--- src/rtl/ex_muldiv_pkg.sv ---
// Shared definitions for the EX-stage iterative multiply/divide unit:
// op encodings, FSM state type, default width and divide-by-zero constants.
package ex_muldiv_pkg;

    localparam int DW_DEF = 32;

    localparam logic [1:0] OP_MULT  = 2'd0;
    localparam logic [1:0] OP_MULTU = 2'd1;
    localparam logic [1:0] OP_DIV   = 2'd2;
    localparam logic [1:0] OP_DIVU  = 2'd3;

    // Every LO bit takes this value on divide by zero; HI returns the dividend.
    localparam logic DIV0_LO_BIT = 1'b1;

    typedef enum logic [1:0] {
        IDLE = 2'd0,
        CALC = 2'd1,
        FIX  = 2'd2
    } state_e;

    function automatic logic op_is_div(input logic [1:0] op);
        return (op == OP_DIV) || (op == OP_DIVU);
    endfunction

    function automatic logic op_is_signed(input logic [1:0] op);
        return (op == OP_MULT) || (op == OP_DIV);
    endfunction

endpackage

--- src/rtl/muldiv_step.sv ---
// One radix-2 iteration: shift-add for multiply, restoring trial-subtract for divide.
// Multiply acc = {partial product, remaining multiplier}; divide acc = {remainder, dividend/quotient}.
module muldiv_step
    import ex_muldiv_pkg::*;
#(
    parameter int DW = DW_DEF
) (
    input  logic            is_div,
    input  logic [2*DW-1:0] acc_i,
    input  logic [DW-1:0]   opnd_i,
    output logic [2*DW-1:0] acc_o
);

    logic [DW:0] add_sum;
    logic [DW:0] trial;

    always_comb begin
        add_sum = {1'b0, acc_i[2*DW-1:DW]} + {1'b0, opnd_i};
        // Top bit of trial is the borrow: set means the shifted remainder was smaller.
        trial   = acc_i[2*DW-1:DW-1] - {1'b0, opnd_i};
        acc_o   = acc_i;
        if (is_div) begin
            if (!trial[DW]) begin
                acc_o = {trial[DW-1:0], acc_i[DW-2:0], 1'b1};
            end else begin
                acc_o = {acc_i[2*DW-2:0], 1'b0};
            end
        end else begin
            if (acc_i[0]) begin
                acc_o = {add_sum, acc_i[DW-1:1]};
            end else begin
                acc_o = {1'b0, acc_i[2*DW-1:1]};
            end
        end
    end

endmodule

--- src/rtl/ex_muldiv.sv ---
// EX-stage iterative MULT/MULTU/DIV/DIVU unit owning the architectural HI/LO registers.
// Works on magnitudes for DW cycles, then applies sign correction in FIX.
module ex_muldiv
    import ex_muldiv_pkg::*;
#(
    parameter int DW = DW_DEF
) (
    input  logic          clk,
    input  logic          reset,
    input  logic          start,
    input  logic [1:0]    op,
    input  logic [DW-1:0] rs_dat,
    input  logic [DW-1:0] rt_dat,
    input  logic          hilo_rd,
    input  logic          mthi,
    input  logic          mtlo,
    input  logic          cancel,
    output logic [DW-1:0] hi_out,
    output logic [DW-1:0] lo_out,
    output logic          busy,
    output logic          done,
    output logic          stall_req
);

    localparam int CW = $clog2(DW);

    state_e          state_q, state_d;
    logic [CW-1:0]   cnt_q;
    logic [2*DW-1:0] acc_q;
    logic [2*DW-1:0] acc_step;
    logic [DW-1:0]   opnd_q;
    logic [DW-1:0]   hi_q, lo_q;
    logic            isdiv_q, negq_q, negr_q, div0_q;

    logic            accept, commit;
    logic            in_div, in_sgn;
    logic [DW-1:0]   a_mag, b_mag;
    logic [2*DW-1:0] prod_fix;
    logic [DW-1:0]   quo, rem;
    logic [DW-1:0]   fix_hi, fix_lo;

    assign accept = (state_q == IDLE) && start && !cancel;
    assign commit = (state_q == FIX) && !cancel;

    assign in_div = op_is_div(op);
    assign in_sgn = op_is_signed(op);
    assign a_mag  = (in_sgn && rs_dat[DW-1]) ? -rs_dat : rs_dat;
    assign b_mag  = (in_sgn && rt_dat[DW-1]) ? -rt_dat : rt_dat;

    muldiv_step #(
        .DW (DW)
    ) u_step (
        .is_div (isdiv_q),
        .acc_i  (acc_q),
        .opnd_i (opnd_q),
        .acc_o  (acc_step)
    );

    always_ff @(posedge clk or negedge reset) begin
        if (!reset) begin
            state_q <= IDLE;
        end else begin
            state_q <= state_d;
        end
    end

    always_comb begin
        state_d = state_q;
        unique case (state_q)
            IDLE: if (accept) state_d = CALC;
            CALC: begin
                if (cancel) begin
                    state_d = IDLE;
                end else if (cnt_q == '0) begin
                    state_d = FIX;
                end
            end
            FIX:     state_d = IDLE;
            default: state_d = IDLE;
        endcase
    end

    // Final results are presented combinationally in FIX so HI/LO and done line up.
    always_comb begin
        busy      = (state_q != IDLE);
        done      = commit;
        hi_out    = commit ? fix_hi : hi_q;
        lo_out    = commit ? fix_lo : lo_q;
        stall_req = busy && (start || hilo_rd || mthi || mtlo);
    end

    always_comb begin
        prod_fix = negq_q ? -acc_q : acc_q;
        quo      = acc_q[DW-1:0];
        rem      = acc_q[2*DW-1:DW];
        if (isdiv_q) begin
            fix_hi = negr_q ? -rem : rem;
            fix_lo = div0_q ? {DW{DIV0_LO_BIT}} : (negq_q ? -quo : quo);
        end else begin
            fix_hi = prod_fix[2*DW-1:DW];
            fix_lo = prod_fix[DW-1:0];
        end
    end

    always_ff @(posedge clk or negedge reset) begin
        if (!reset) begin
            cnt_q   <= '0;
            acc_q   <= '0;
            opnd_q  <= '0;
            isdiv_q <= 1'b0;
            negq_q  <= 1'b0;
            negr_q  <= 1'b0;
            div0_q  <= 1'b0;
        end else if (accept) begin
            isdiv_q <= in_div;
            negq_q  <= in_sgn && (rs_dat[DW-1] ^ rt_dat[DW-1]);
            negr_q  <= in_sgn && rs_dat[DW-1];
            div0_q  <= in_div && (rt_dat == '0);
            opnd_q  <= in_div ? b_mag : a_mag;
            acc_q   <= {{DW{1'b0}}, (in_div ? a_mag : b_mag)};
            cnt_q   <= CW'(DW - 1);
        end else if ((state_q == CALC) && !cancel) begin
            acc_q   <= acc_step;
            cnt_q   <= cnt_q - 1'b1;
        end
    end

    // A start in IDLE wins over MTHI/MTLO; MT* while busy is stalled, not executed.
    always_ff @(posedge clk or negedge reset) begin
        if (!reset) begin
            hi_q <= '0;
            lo_q <= '0;
        end else if (commit) begin
            hi_q <= fix_hi;
            lo_q <= fix_lo;
        end else if ((state_q == IDLE) && !start) begin
            if (mthi) hi_q <= rs_dat;
            if (mtlo) lo_q <= rs_dat;
        end
    end

endmodule

--- config.mk ---
export PLATFORM = sky130hd
export DESIGN_NAME = ex_muldiv
export DESIGN_NICKNAME = d
export VERILOG_FILES = /design/src/rtl/ex_muldiv_pkg.sv /design/src/rtl/muldiv_step.sv /design/src/rtl/ex_muldiv.sv
export SDC_FILE = /design/constraint.sdc
export NUM_CORES = 1
export LEC_CHECK = 0
export BUFFER_PORTS_ARGS = -buffer_cell sky130_fd_sc_hd__clkbuf_2
export CAP_MARGIN = 25
export CORE_MARGIN = 5
export CORE_UTILIZATION = 45
export DETAILED_ROUTE_END_ITERATION = 10
export GPL_TIMING_DRIVEN = 0
export PLACE_DENSITY_LB_ADDON = 0.15
export SLEW_MARGIN = 20
export SYNTH_ARGS = -nofsm -noshare
export SYNTH_HDL_FRONTEND = slang
export SYNTH_SLANG_ARGS = --single-unit
--- constraint.sdc ---
create_clock -name clk -period 5.7 [get_ports clk]
set_input_delay 0 -clock clk [delete_from_list [all_inputs] [get_ports clk]]
set_output_delay 0 -clock clk [all_outputs]
set_load 0.05 [all_outputs]
==> qor.txt <==
Status: finished, final reports clean
CP Capture Point: hi_out[28]
First-pass GRT wire length: 103200 um
CTS tree: done
Max Cap Violations: 0
RSZ-0062 raised after global routing: no
Initial core utilization: 45.75%
Power density over the cells: 493.6 nW/um^2
Routed Antenna Nets: 0
IO Pins: 140
Ys Warns: 0
Worst r2r src: acc_q[31]
Avg Vias per Cell: 6.340
Seq pwr share: 23.2%
FP Rows: 68
Met1 Routed Length: 29360 um
CP Class: reg -> out
Critical Path Source Type: flop
# port buffers: 137
CTS buffer count: 17
Routed wl met2: 30970 um
Int Pwr: 0.004228 W
Final WL: 69190 um
R2r setup slk: 0.83 ns
PostCTS Resize Cnt: 0
CP delay by family, top: simple AND/OR/NAND/NOR gates
Post-synth cell types: 80
Hold_buf cts: 36
Post-Syn Nets: 2239
Vias in the first global route: 16620
Final Hold Viols: 0
Die width: 197.6 um
Worst Reg-to-Reg Cells: 14
Mapped Area: 15840 sq um
Register bit total from synthesis: 171
DP HPWL: 54290 um
Vias: 17490
Avg Cell Area, Syn: 7.566 sq um
Layout Nets: 2434
Main flop type after synthesis: dfrtp_1
Wire per inst: 25.09 um
Worst slew margin: 32.71%
Sw Ratio: 52.77%
Clock power frac: 14.0%
Total gr overflow: 0
Crit. End Element: output pin
Max Freq: 0.1949 GHz
Highest metal used: met4
Initial antenna violation count: 1
VDD IR max: 0.3341 mV
Slowest-stage cell, CP: clkbuf_1
Setup crit start: acc_q[0]
CORE AREA: 34630 sq um
Die Area: 39060 sq um
Worst skew pair latency: 0.47 ns
Postcts setup bufs: 0
Worst Path Arrival: 5.13 ns
Initial DRC count: 1938
WP buf/inv: 3
Cells after Synth: 2094
Pre-antenna DRT Iters: 6
Fin. max-slew vios: 0
Number of flops mapped to enable cells by yosys: 0
Final period utilization: 90.01%
WP data required: 5.70 ns
CP Cell Sequence: clkinv_1 -> clkbuf_1 -> ha_1 -> nor2b_1 -> nand3_1 -> or4_4 -> nor2_2 -> nand4_1 -> or3_4 -> o21ai_2 -> o21ai_1 -> xnor2_1 -> a21oi_1 -> clkbuf_2
Die Ht: 197.6 um
Leak: 7.993 nW
Routed length on met3: 5965 um
Maximum clock path buffer count: 2
Worst slew pin tran: 1.009 ns
# setup viols final: 0
Logic pwr share: 62.8%
Fillcell total: 3426
Clock Sinks: 171
Root Buffer: clkbuf_16
Reg-to-Reg End: acc_q[44]
Delay of the slowest cell on the worst path: 0.78 ns
Post-synthesis sequential area ratio: 27.01%
Fraction of layout cells with a size suffix above 1: 9.253%
GRT Resource Usage Total: 34.57%
Post-Route Skew: 0.01470 ns
H-tree levels: 4
Largest net degree at the start of global routing: 86
Hold_ws: 0.01333 ns
Async SR Flop Fraction: 100.0%
Gpl congestion: 0.9861
Drt drc: 0
Max Fanout on Critical Path: 10
Clock transition at the registers of the reported paths: 0.07 ns
Levels on crit path: 14
Final min period: 5.131 ns
Hold Path Class: in -> reg
Sw power: 0.004724 W
Layout area overhead: 14.47%
TNS Setup: 0 ns
cell type report:
class | count | area (sq um) | share of cell area (%)
inverters | 62 | 232.7 | 1.283
plain buffers | 138 | 536.8 | 2.960
clock inverters | 11 | 133.9 | 0.7382
flip-flops and latches | 171 | 4279 | 23.60
repair buffers | 176 | 1115 | 6.147
well taps | 455 | 569.3 | 3.139
diodes | 1 | 2.502 | 0.01380
clock buffers | 21 | 470.5 | 2.594
multi-input cells | 1723 | 10800 | 59.53
flip-flops by register name (all words and copies together), names as in the netlist:
register,cells
isdiv_q,1
state_q,2
hi_q,32
opnd_q,32
div0_q,1
acc_q,64
cnt_q,5
negr_q,1
lo_q,32
negq_q,1
worst min-delay path by stage:
stage / endpoint / depth (start not counted) / slack, ns / start
after CTS: state_q[1] / 3 / 0.005 / cancel
after detailed placement: lo_q[12] / 1 / -0.08 / reset
after floorplan: acc_q[0] / 0 / -0.30 / reset
after global routing: opnd_q[29] / 3 / 0.02 / rt_dat[29]
after global placement: lo_q[27] / 3 / 0.34 / rs_dat[27]
final: state_q[1] / 3 / 0.01 / cancel
power groups by stage:
stage,combinational [W],clock [W],sequential [W]
after floorplan,0.00403,0,0.00183
after global placement,0.00542,0,0.00207
after detailed placement,0.00547,0,0.00207
after CTS,0.00552,0.00126,0.00205
after global routing,0.00609,0.00131,0.00210
final,0.00562,0.00126,0.00208
Yosys cell counts (5+ instances only):
cell type,n,area share [%]
clkbuf_1,114,2.7
xor2_1,96,5.3
nor4_1,14,0.55
a32oi_1,24,1.3
buf_2,6,0.19
o31ai_1,21,1.0
nand2_1,287,6.8
o21ai_1,15,0.47
o221ai_1,14,0.77
or2_2,5,0.20
nand2b_1,17,0.67
o211ai_1,41,1.9
o41ai_1,12,0.66
a21o_1,49,2.3
a31oi_1,15,0.59
or4_1,13,0.62
o21a_1,11,0.52
o21ai_0,171,5.4
nor2_1,194,4.6
and2_1,15,0.59
inv_1,59,1.4
or3_1,13,0.51
a21oi_1,210,6.6
xnor2_1,80,4.4
nand4_1,13,0.51
nor2b_1,20,0.79
mux2i_1,82,5.2
o21bai_1,8,0.38
nand3_1,32,1.0
buf_1,16,0.38
a211oi_1,22,1.0
dfrtp_1,171,27
nor3_1,38,1.2
nor3b_1,6,0.28
and3_1,38,1.5
ha_1,70,5.5
metrics by stage:
step           total power (W)  util [%]  worst slack, ns  std cells  area (sq um)
5_1_grt               0.009493     52.36           0.3969       2757         18130
3_3_place_gp          0.007487     49.37           0.9622       2686         17100
6_report              0.008951     52.37           0.5692       2758         18130
2_1_floorplan         0.005857         -            2.110       2094         15840
3_5_place_dp          0.007538     49.57           0.9575       2689         17170
4_1_cts               0.008825     52.36           0.7425       2757         18130
logic make-up after synthesis:
kind of cell,Yosys count,share of synthesized area (%)
AOI/OAI and AO/OA,662,25.98
DFF,171,27.01
and+or+nand+nor,726,21.08
xor gates and xnor gates,177,9.833
buffers and inverters,200,4.857
muxes,86,5.465
adders and majority gates,72,5.781
cells in the final DEF, fill, tap and decap left out, types with 20 or more instances in the layout:
master         instances
o31ai_1               21
nor2b_1               20
xnor2_1               80
dlygate4sd3_1         36
a21oi_1              210
nor2_1               194
a32oi_1               24
o21ai_0              171
clkbuf_2             136
a211oi_1              22
clkbuf_1             115
mux2i_1               82
dfrtp_1              171
nand3_1               32
nor3_1                38
inv_1                 59
o211ai_1              41
a21o_1                49
xor2_1                96
ha_1                  70
nand2_1              287
and3_1                38
worst min-delay path, stage by stage:
cell      delay (ns)
clkbuf_2        0.15
nor2_1          0.11
and3_1          0.18
routing by layer:
layer  up-vias  GRT usage (%)
met5         -              0
met1      8508          47.57
li1       7906              -
met3       163          6.976
met2       910          53.88
met4         0          12.96
Note: power is estimated with default switching activity, not from simulation.
